## config.mk

```make
export PLATFORM = sky130hd
export DESIGN_NAME = world_projection
export DESIGN_NICKNAME = d
export VERILOG_FILES = /design/src/rtl/calib_pkg.sv /design/src/rtl/seq_divider.sv /design/src/rtl/world_projection.sv
export SDC_FILE = /design/constraint.sdc
export NUM_CORES = 1
export LEC_CHECK = 0
export BUFFER_PORTS_ARGS = -buffer_cell sky130_fd_sc_hd__clkbuf_2
export CAP_MARGIN = 20
export CORE_AREA = 2 2 177 179
export DETAILED_ROUTE_END_ITERATION = 7
export DIE_AREA = 0 0 179 181
export PLACE_DENSITY = 0.72
export SLEW_MARGIN = 20
export SYNTH_ARGS = -nofsm -noshare
export SYNTH_HDL_FRONTEND = slang
export SYNTH_SLANG_ARGS = --single-unit
```

## constraint.sdc

```tcl
create_clock -name clk -period 14.8 [get_ports clk]
set_input_delay 1.48 -clock clk [delete_from_list [all_inputs] [get_ports clk]]
set_output_delay 1.48 -clock clk [all_outputs]
set_load 0.02 [all_outputs]
```

## src/rtl/calib_pkg.sv

```systemverilog
// Calibration constants for the forward camera model, the control FSM encoding
// and a small saturation helper shared by the projection datapath.
package calib_pkg;

  // Forward rotation Rc and translation Tc as num/shift pairs (value = num / 2^shift)
  localparam int RC_NUM [3][3] = '{'{1, 0, 0}, '{0, 1, 0}, '{0, 0, 1}};
  localparam int RC_SH  [3][3] = '{'{0, 0, 0}, '{0, 0, 0}, '{0, 0, 0}};
  localparam int TC_NUM [3]    = '{0, 0, 100};
  localparam int TC_SH  [3]    = '{0, 0, 0};

  // Focal lengths as num/shift, principal point as plain integers
  localparam int KK11_NUM = 256;
  localparam int KK11_SH  = 0;
  localparam int KK22_NUM = 256;
  localparam int KK22_SH  = 0;
  localparam int KK13     = 360;
  localparam int KK23     = 254;

  typedef enum logic [2:0] {
    S_IDLE,
    S_XFORM,
    S_DIV_X,
    S_DIV_Y,
    S_OUT
  } state_e;

  function automatic logic signed [11:0] sat12(input logic signed [63:0] x);
    if (x > 64'sd2047)       return 12'sd2047;
    else if (x < -64'sd2048) return -12'sd2048;
    else                     return x[11:0];
  endfunction

endpackage

```

## src/rtl/seq_divider.sv

```systemverilog
// Signed restoring divider, one quotient bit per cycle. The start edge also
// performs the first iteration, so done appears exactly WIDTH cycles after start.
module seq_divider #(
  parameter int WIDTH = 36
) (
  input  logic                    clk,
  input  logic                    rst_n,
  input  logic                    start,
  input  logic signed [WIDTH-1:0] dividend,
  input  logic signed [WIDTH-1:0] divisor,
  output logic                    done,
  output logic signed [WIDTH-1:0] quotient
);

  localparam int CNT_W = $clog2(WIDTH);

  logic [WIDTH-1:0] rem_q, rem_d, quo_q, quo_d, den_q, den_d;
  logic [WIDTH-1:0] rem_in, quo_in;
  logic [WIDTH:0]   trial;
  logic [CNT_W-1:0] cnt_q, cnt_d;
  logic             neg_q, neg_d, busy_q, busy_d, step;

  // NOTE: every signal assigned in always_comb gets a default up front so no path leaves it unassigned and infers a latch.
  always_comb begin
    rem_in = rem_q;
    quo_in = quo_q;
    den_d  = den_q;
    neg_d  = neg_q;
    busy_d = busy_q;
    cnt_d  = cnt_q;
    step   = 1'b0;
    if (start) begin
      rem_in = '0;
      quo_in = dividend[WIDTH-1] ? -dividend : dividend;
      den_d  = divisor[WIDTH-1]  ? -divisor  : divisor;
      neg_d  = dividend[WIDTH-1] ^ divisor[WIDTH-1];
      busy_d = 1'b1;
      cnt_d  = CNT_W'(WIDTH - 1);
      step   = 1'b1;
    end else if (busy_q && cnt_q != '0) begin
      cnt_d = cnt_q - 1'b1;
      step  = 1'b1;
    end

    // Shift the next dividend bit into the partial remainder and try subtracting
    trial = {rem_in, quo_in[WIDTH-1]} - {1'b0, den_d};
    rem_d = rem_q;
    quo_d = quo_q;
    if (step) begin
      if (!trial[WIDTH]) begin
        rem_d = trial[WIDTH-1:0];
        quo_d = {quo_in[WIDTH-2:0], 1'b1};
      end else begin
        rem_d = {rem_in[WIDTH-2:0], quo_in[WIDTH-1]};
        quo_d = {quo_in[WIDTH-2:0], 1'b0};
      end
    end
  end

  // NOTE: sequential state uses non-blocking assignments so all flops update together on the edge.
  always_ff @(posedge clk or negedge rst_n) begin
    if (!rst_n) begin
      rem_q  <= '0;
      quo_q  <= '0;
      den_q  <= '0;
      neg_q  <= 1'b0;
      busy_q <= 1'b0;
      cnt_q  <= '0;
    end else begin
      rem_q  <= rem_d;
      quo_q  <= quo_d;
      den_q  <= den_d;
      neg_q  <= neg_d;
      busy_q <= busy_d;
      cnt_q  <= cnt_d;
    end
  end

  assign done     = busy_q && (cnt_q == '0);
  assign quotient = neg_q ? -quo_q : quo_q;

endmodule

```

## src/rtl/world_projection.sv

```systemverilog
// Projects a world point to saturated pixel coordinates through Rc/Tc and the
// intrinsics, sharing one sequential divider for the u and v quotients.
module world_projection
  import calib_pkg::*;
#(
  parameter int WIDTH     = 36,
  parameter int FRAC_BITS = 6,
  parameter int IMG_W     = 720,
  parameter int IMG_H     = 508
) (
  input  logic               clk,
  input  logic               rst_n,
  input  logic               in_valid,
  output logic               in_ready,
  input  logic signed [12:0] worldpt1,
  input  logic signed [12:0] worldpt2,
  input  logic signed [12:0] worldpt3,
  output logic               px_valid,
  input  logic               px_ready,
  output logic signed [11:0] px_x,
  output logic signed [11:0] px_y,
  output logic               in_frame,
  output logic               behind
);

  state_e                  state_q, state_d;
  logic signed [12:0]      world_q [3];
  logic signed [12:0]      world_d [3];
  logic signed [WIDTH-1:0] cam [3];
  logic signed [WIDTH-1:0] nx, ny, u, v;
  logic signed [WIDTH-1:0] cam_z_q, cam_z_d, ny_q, ny_d, qx_q, qx_d;
  logic signed [11:0]      px_x_q, px_x_d, px_y_q, px_y_d;
  logic                    px_valid_q, px_valid_d, in_ready_q, in_ready_d;
  logic                    in_frame_q, in_frame_d, behind_q, behind_d;
  logic                    div_start, div_done;
  logic signed [WIDTH-1:0] div_dividend, div_divisor, div_quo;

  // Camera-frame transform and focal scaling on the latched world point
  always_comb begin
    logic signed [WIDTH-1:0] acc;
    for (int i = 0; i < 3; i++) begin
      acc = (WIDTH'(TC_NUM[i]) <<< FRAC_BITS) >>> TC_SH[i];
      for (int j = 0; j < 3; j++) begin
        acc = acc + (((WIDTH'(RC_NUM[i][j]) * WIDTH'(world_q[j])) <<< FRAC_BITS) >>> RC_SH[i][j]);
      end
      cam[i] = acc;
    end
    nx = (WIDTH'(KK11_NUM) * cam[0]) >>> KK11_SH;
    ny = (WIDTH'(KK22_NUM) * cam[1]) >>> KK22_SH;
  end

  // qy arrives straight from the divider on the cycle it completes
  assign u = qx_q + WIDTH'(KK13);
  assign v = div_quo + WIDTH'(KK23);

  always_comb begin
    state_d      = state_q;
    world_d      = world_q;
    cam_z_d      = cam_z_q;
    ny_d         = ny_q;
    qx_d         = qx_q;
    px_x_d       = px_x_q;
    px_y_d       = px_y_q;
    px_valid_d   = px_valid_q;
    in_ready_d   = in_ready_q;
    in_frame_d   = in_frame_q;
    behind_d     = behind_q;
    div_start    = 1'b0;
    div_dividend = ny_q;
    div_divisor  = cam_z_q;

    unique case (state_q)
      S_IDLE: begin
        if (in_valid && in_ready_q) begin
          world_d    = '{worldpt1, worldpt2, worldpt3};
          in_ready_d = 1'b0;
          state_d    = S_XFORM;
        end else begin
          in_ready_d = 1'b1;
        end
      end
      S_XFORM: begin
        cam_z_d = cam[2];
        ny_d    = ny;
        if (cam[2] <= 0) begin
          behind_d   = 1'b1;
          px_x_d     = '0;
          px_y_d     = '0;
          in_frame_d = 1'b0;
          px_valid_d = 1'b1;
          state_d    = S_OUT;
        end else begin
          behind_d     = 1'b0;
          div_start    = 1'b1;
          div_dividend = nx;
          div_divisor  = cam[2];
          state_d      = S_DIV_X;
        end
      end
      S_DIV_X: begin
        if (div_done) begin
          qx_d      = div_quo;
          div_start = 1'b1;
          state_d   = S_DIV_Y;
        end
      end
      S_DIV_Y: begin
        if (div_done) begin
          // Frame test uses the unsaturated coordinates
          in_frame_d = (u >= 0) && (u < WIDTH'(IMG_W)) && (v >= 0) && (v < WIDTH'(IMG_H));
          px_x_d     = sat12(64'(u));
          px_y_d     = sat12(64'(v));
          px_valid_d = 1'b1;
          state_d    = S_OUT;
        end
      end
      S_OUT: begin
        if (px_ready) begin
          px_valid_d = 1'b0;
          state_d    = S_IDLE;
        end
      end
      default: state_d = S_IDLE;
    endcase
  end

  always_ff @(posedge clk or negedge rst_n) begin
    if (!rst_n) begin
      state_q    <= S_IDLE;
      world_q    <= '{default: '0};
      cam_z_q    <= '0;
      ny_q       <= '0;
      qx_q       <= '0;
      px_x_q     <= '0;
      px_y_q     <= '0;
      px_valid_q <= 1'b0;
      in_ready_q <= 1'b1;
      in_frame_q <= 1'b0;
      behind_q   <= 1'b0;
    end else begin
      state_q    <= state_d;
      world_q    <= world_d;
      cam_z_q    <= cam_z_d;
      ny_q       <= ny_d;
      qx_q       <= qx_d;
      px_x_q     <= px_x_d;
      px_y_q     <= px_y_d;
      px_valid_q <= px_valid_d;
      in_ready_q <= in_ready_d;
      in_frame_q <= in_frame_d;
      behind_q   <= behind_d;
    end
  end

  seq_divider #(.WIDTH(WIDTH)) u_div (
    .clk      (clk),
    .rst_n    (rst_n),
    .start    (div_start),
    .dividend (div_dividend),
    .divisor  (div_divisor),
    .done     (div_done),
    .quotient (div_quo)
  );

  assign in_ready = in_ready_q;
  assign px_valid = px_valid_q;
  assign px_x     = px_x_q;
  assign px_y     = px_y_q;
  assign in_frame = in_frame_q;
  assign behind   = behind_q;

endmodule

```

==> results.ini <==
[run_status]
status = finished, final reports clean

[global_routing]
grtUsageTotal = 0.258
grt_pass1_wl_mm = 69.6
grt_max_degree = 110
overflow = 0
grt_pass1_vias = 13900
antenna_found_initial = 0

[timing]
slew_violations = 0
timing.hold.ws_ps = 461
fmax_ghz = 0.114
rsz0062_at_grt = false
finalCriticalPeriod_ps = 8780
skew_ps = 14.7
setup_violations = 0
fin_crit_sh = 0.593
tightest_slew_ps = 1060
hold_viol = 0
tns_ps = 0
timing.slew.headroom = 0.276

[setup_path]
cpMostUsedCell = ha_1
worstSetupStartpointType = register
crit_family = compound AO/OA/AOI/OAI gates
cp_data_arrival_time_ps = 9200
critPathMaxFanout = 61
worstSetupPathType = register to register
cp.buffers_inverters = 1
cp-end-kind = register
r2r_start = world_q[2]
crit_path_top_delay_cell = o41ai_1
required_ps = 15220
slowest_delay_ps = 820
critPathLaunch = world_q[2]

[cells_and_area]
fillers = 2634
nets = 1976
syn_to_final_growth_pct = 9.18
n_antenna_cell = 0
drive_gt1_frac = 0.131

[placed_design]
routabilityCongestion = 0.905
io_buffers = 70
hpwl_mm = 29.0

[pwr]
total_power_mw = 4.81
combinationalPowerShare = 0.579
ir_drop_uv = 217
p_leak_nw = 8.11
power_frac_seq = 0.260
clock_power_share = 0.161
power.density_nw_per_um2 = 266
swShare = 0.470
switching_power_mw = 2.26
p_int_mw = 2.55

[die]
start_util = 0.546
core_area_um2 = 30300
die_w_um = 179
die_height_um = 181
die_area_um2 = 32400
io_pins = 71
fp-row-count = 64

[route]
drt_iter0_drc = 916
vias_per_cell = 6.14
first_pass_iters = 5
route.detailed.wl_per_inst_um = 18.0
routed_wl_mm = 41.5
postRouteAntennaNets = 0
drc = 0
num_vias = 14200

[synth]
syn-num-nets = 1987
synthArstFlopShare = 1.00
synth.cell_area_um2 = 16600
ys.flop_type = dfrtp_1
avgSynthCellArea_um2 = 8.72
yosys_warnings = 0
synth_top_area_frac = 0.375
ys_ff_latch = 249
yosys.area.top_type = dfrtp_1
synth-seq-area-share = 0.376
synth_cells = 1900
netlist_top_cells_area = dfrtp_1 37%, nand2_1 7.0%, xnor2_1 3.6%
ys_types = 99
synth_edf_count = 0

[job]
drv_cap = 0

[clocking]
root_buffer = clkbuf_16
cts.sinks = 249
numCtsBuffers = 28
cts_hold_buf = 0
cts_buffer_depth = 3
path_clk_slew_ps = 60
cts_tree = built
ctsResizeCount = 0
htreeDepth = 1
clk_latency_ps = 540
cts_setup_buffers = 0

[hold_path]
hp-start = u_div.den_q[3]
hold_class = register to register

[kinds of logic (layout without fill, tap and decap cells)]
family / Yosys count / after routing / synth area share
simple gates: 728 / 728 / 0.223
compound gates: 485 / 485 / 0.198
flops: 249 / 249 / 0.376
buf+inv: 180 / 191 / 0.0452
xor+xnor: 133 / 133 / 0.0712
mux: 81 / 81 / 0.0525
fa+ha+maj: 44 / 44 / 0.0337
[cell type report]
class / count / area, µm² / share of cell area
Tap cell: 396 / 495 / 0.0274
Multi-Input combinational cell: 1471 / 9620 / 0.532
Clock buffer: 36 / 802 / 0.0443
Clock inverter: 16 / 241 / 0.0134
Sequential cell: 249 / 6230 / 0.345
Timing Repair Buffer: 86 / 493 / 0.0273
Inverter: 53 / 199 / 0.0110
[registers in the layout, indices dropped and copies added, names as in the netlist, 3 cells and up]
register	flops
u_div.rem_q	36
u_div.cnt_q	6
qx_q	36
world_q	39
u_div.quo_q	36
px_y	12
ny_q	13
px_x	12
state_q	3
cam_z_q	14
u_div.den_q	36
[synth_stat cells (6+ instances only)]
library cell / number
a31oi_1: 54
inv_1: 53
o22ai_1: 33
nor4_1: 24
a41o_1: 6
and4_1: 8
a311oi_1: 6
and2_1: 33
o21ai_0: 102
o31ai_1: 16
and3_1: 55
o211ai_1: 15
o41ai_1: 12
xnor2_1: 68
ha_1: 43
nor3_1: 29
mux2_2: 47
buf_1: 6
nand2_1: 308
a21o_1: 31
a211o_1: 7
dfrtp_1: 248
xor2_1: 63
a21oi_1: 99
buf_2: 16
clkbuf_1: 95
nand2b_1: 20
nand3_1: 43
nand4_1: 28
nor2b_1: 11
or4_1: 8
nor2_1: 96
or2_2: 7
o21a_1: 10
or3_1: 13
mux2i_1: 34
a22oi_2: 10
a211oi_1: 14
[worst register-to-register path: stages, from the launching register on]
cell,delay [ps]
dfrtp_1,460
ha_1,290
a211oi_1,500
o21ai_0,170
a21boi_0,150
o41ai_1,820
or2_2,620
buf_4,630
mux2i_1,400
ha_1,230
nand2b_1,90
o21ai_0,260
a21boi_0,360
xnor2_1,90
and2_1,170
or2_2,280
ha_1,380
a21o_1,200
a21oi_1,180
o31ai_1,100
a21oi_1,300
o22a_1,260
o211ai_1,130
a31o_2,310
xor2_4,810
nor2_1,170
a221o_1,330
[metal layers]
metal	global-route usage	wire length [µm]	vias up
li1	-	-	6851
met4	0.0777	1110	0
met5	0	0	-
met2	0.445	20600	353
met1	0.339	17900	6876
met3	0.0288	1850	76
[metrics by stage]
step	utilization	instances	instance area, µm²	setup WS, ps
CTS	0.595	2306	18100	6140
global placement	0.561	2254	17000	6410
floorplan	-	1900	16600	8350
global route	0.596	2307	18100	5440
detailed placement	0.561	2254	17000	6140
finish	0.596	2307	18100	6020
[path summary, 6_finish.rpt]
kind	end	slack (ps)	cells past startpoint
min in group asynchronous	qx_q[32]	1010	1
setup / recovery	u_div.rem_q[1]	6020	26
setup reg to reg	u_div.rem_q[1]	6020	26
max in group asynchronous	u_div.rem_q[2]	12310	2
hold reg to reg	u_div.den_q[3]	460	2
hold / removal	u_div.den_q[3]	460	2
[power by group through the flow]
| stage | combinational [mW] | sequential [mW] | clock (mW) |
|---|---|---|---|
| floorplan | 2.26 | 1.11 | 0 |
| global placement | 2.68 | 1.24 | 0 |
| detailed placement | 2.75 | 1.25 | 0 |
| CTS | 2.77 | 1.25 | 0.787 |
| global route | 3.09 | 1.29 | 0.817 |
| finish | 2.79 | 1.25 | 0.773 |
[placed cells by master (no fill, tap or decap), types with 7 or more instances in the layout]
cell type,netlist,layout
a211o_1,7,7
a211oi_1,14,14
a21o_1,31,31
a21oi_1,99,99
a22oi_2,10,10
a31oi_1,54,54
and2_1,33,31
and3_1,55,55
and4_1,8,8
buf_4,4,15
clkbuf_16,0,29
clkbuf_2,1,69
dfrtp_1,248,248
ha_1,43,43
inv_1,53,53
mux2_2,47,47
mux2i_1,34,34
nand2_1,308,305
nand2b_1,20,20
nand3_1,43,43
nand4_1,28,28
nor2_1,96,96
nor2b_1,11,9
nor3_1,29,29
nor4_1,24,24
o211ai_1,15,15
o21a_1,10,10
o21ai_0,102,102
o22ai_1,33,33
o31ai_1,16,16
o41ai_1,12,12
or2_2,7,7
or3_1,13,13
or4_1,8,8
xnor2_1,68,68
xor2_1,63,62
No activity file was read; power rests on OpenSTA's default activity.
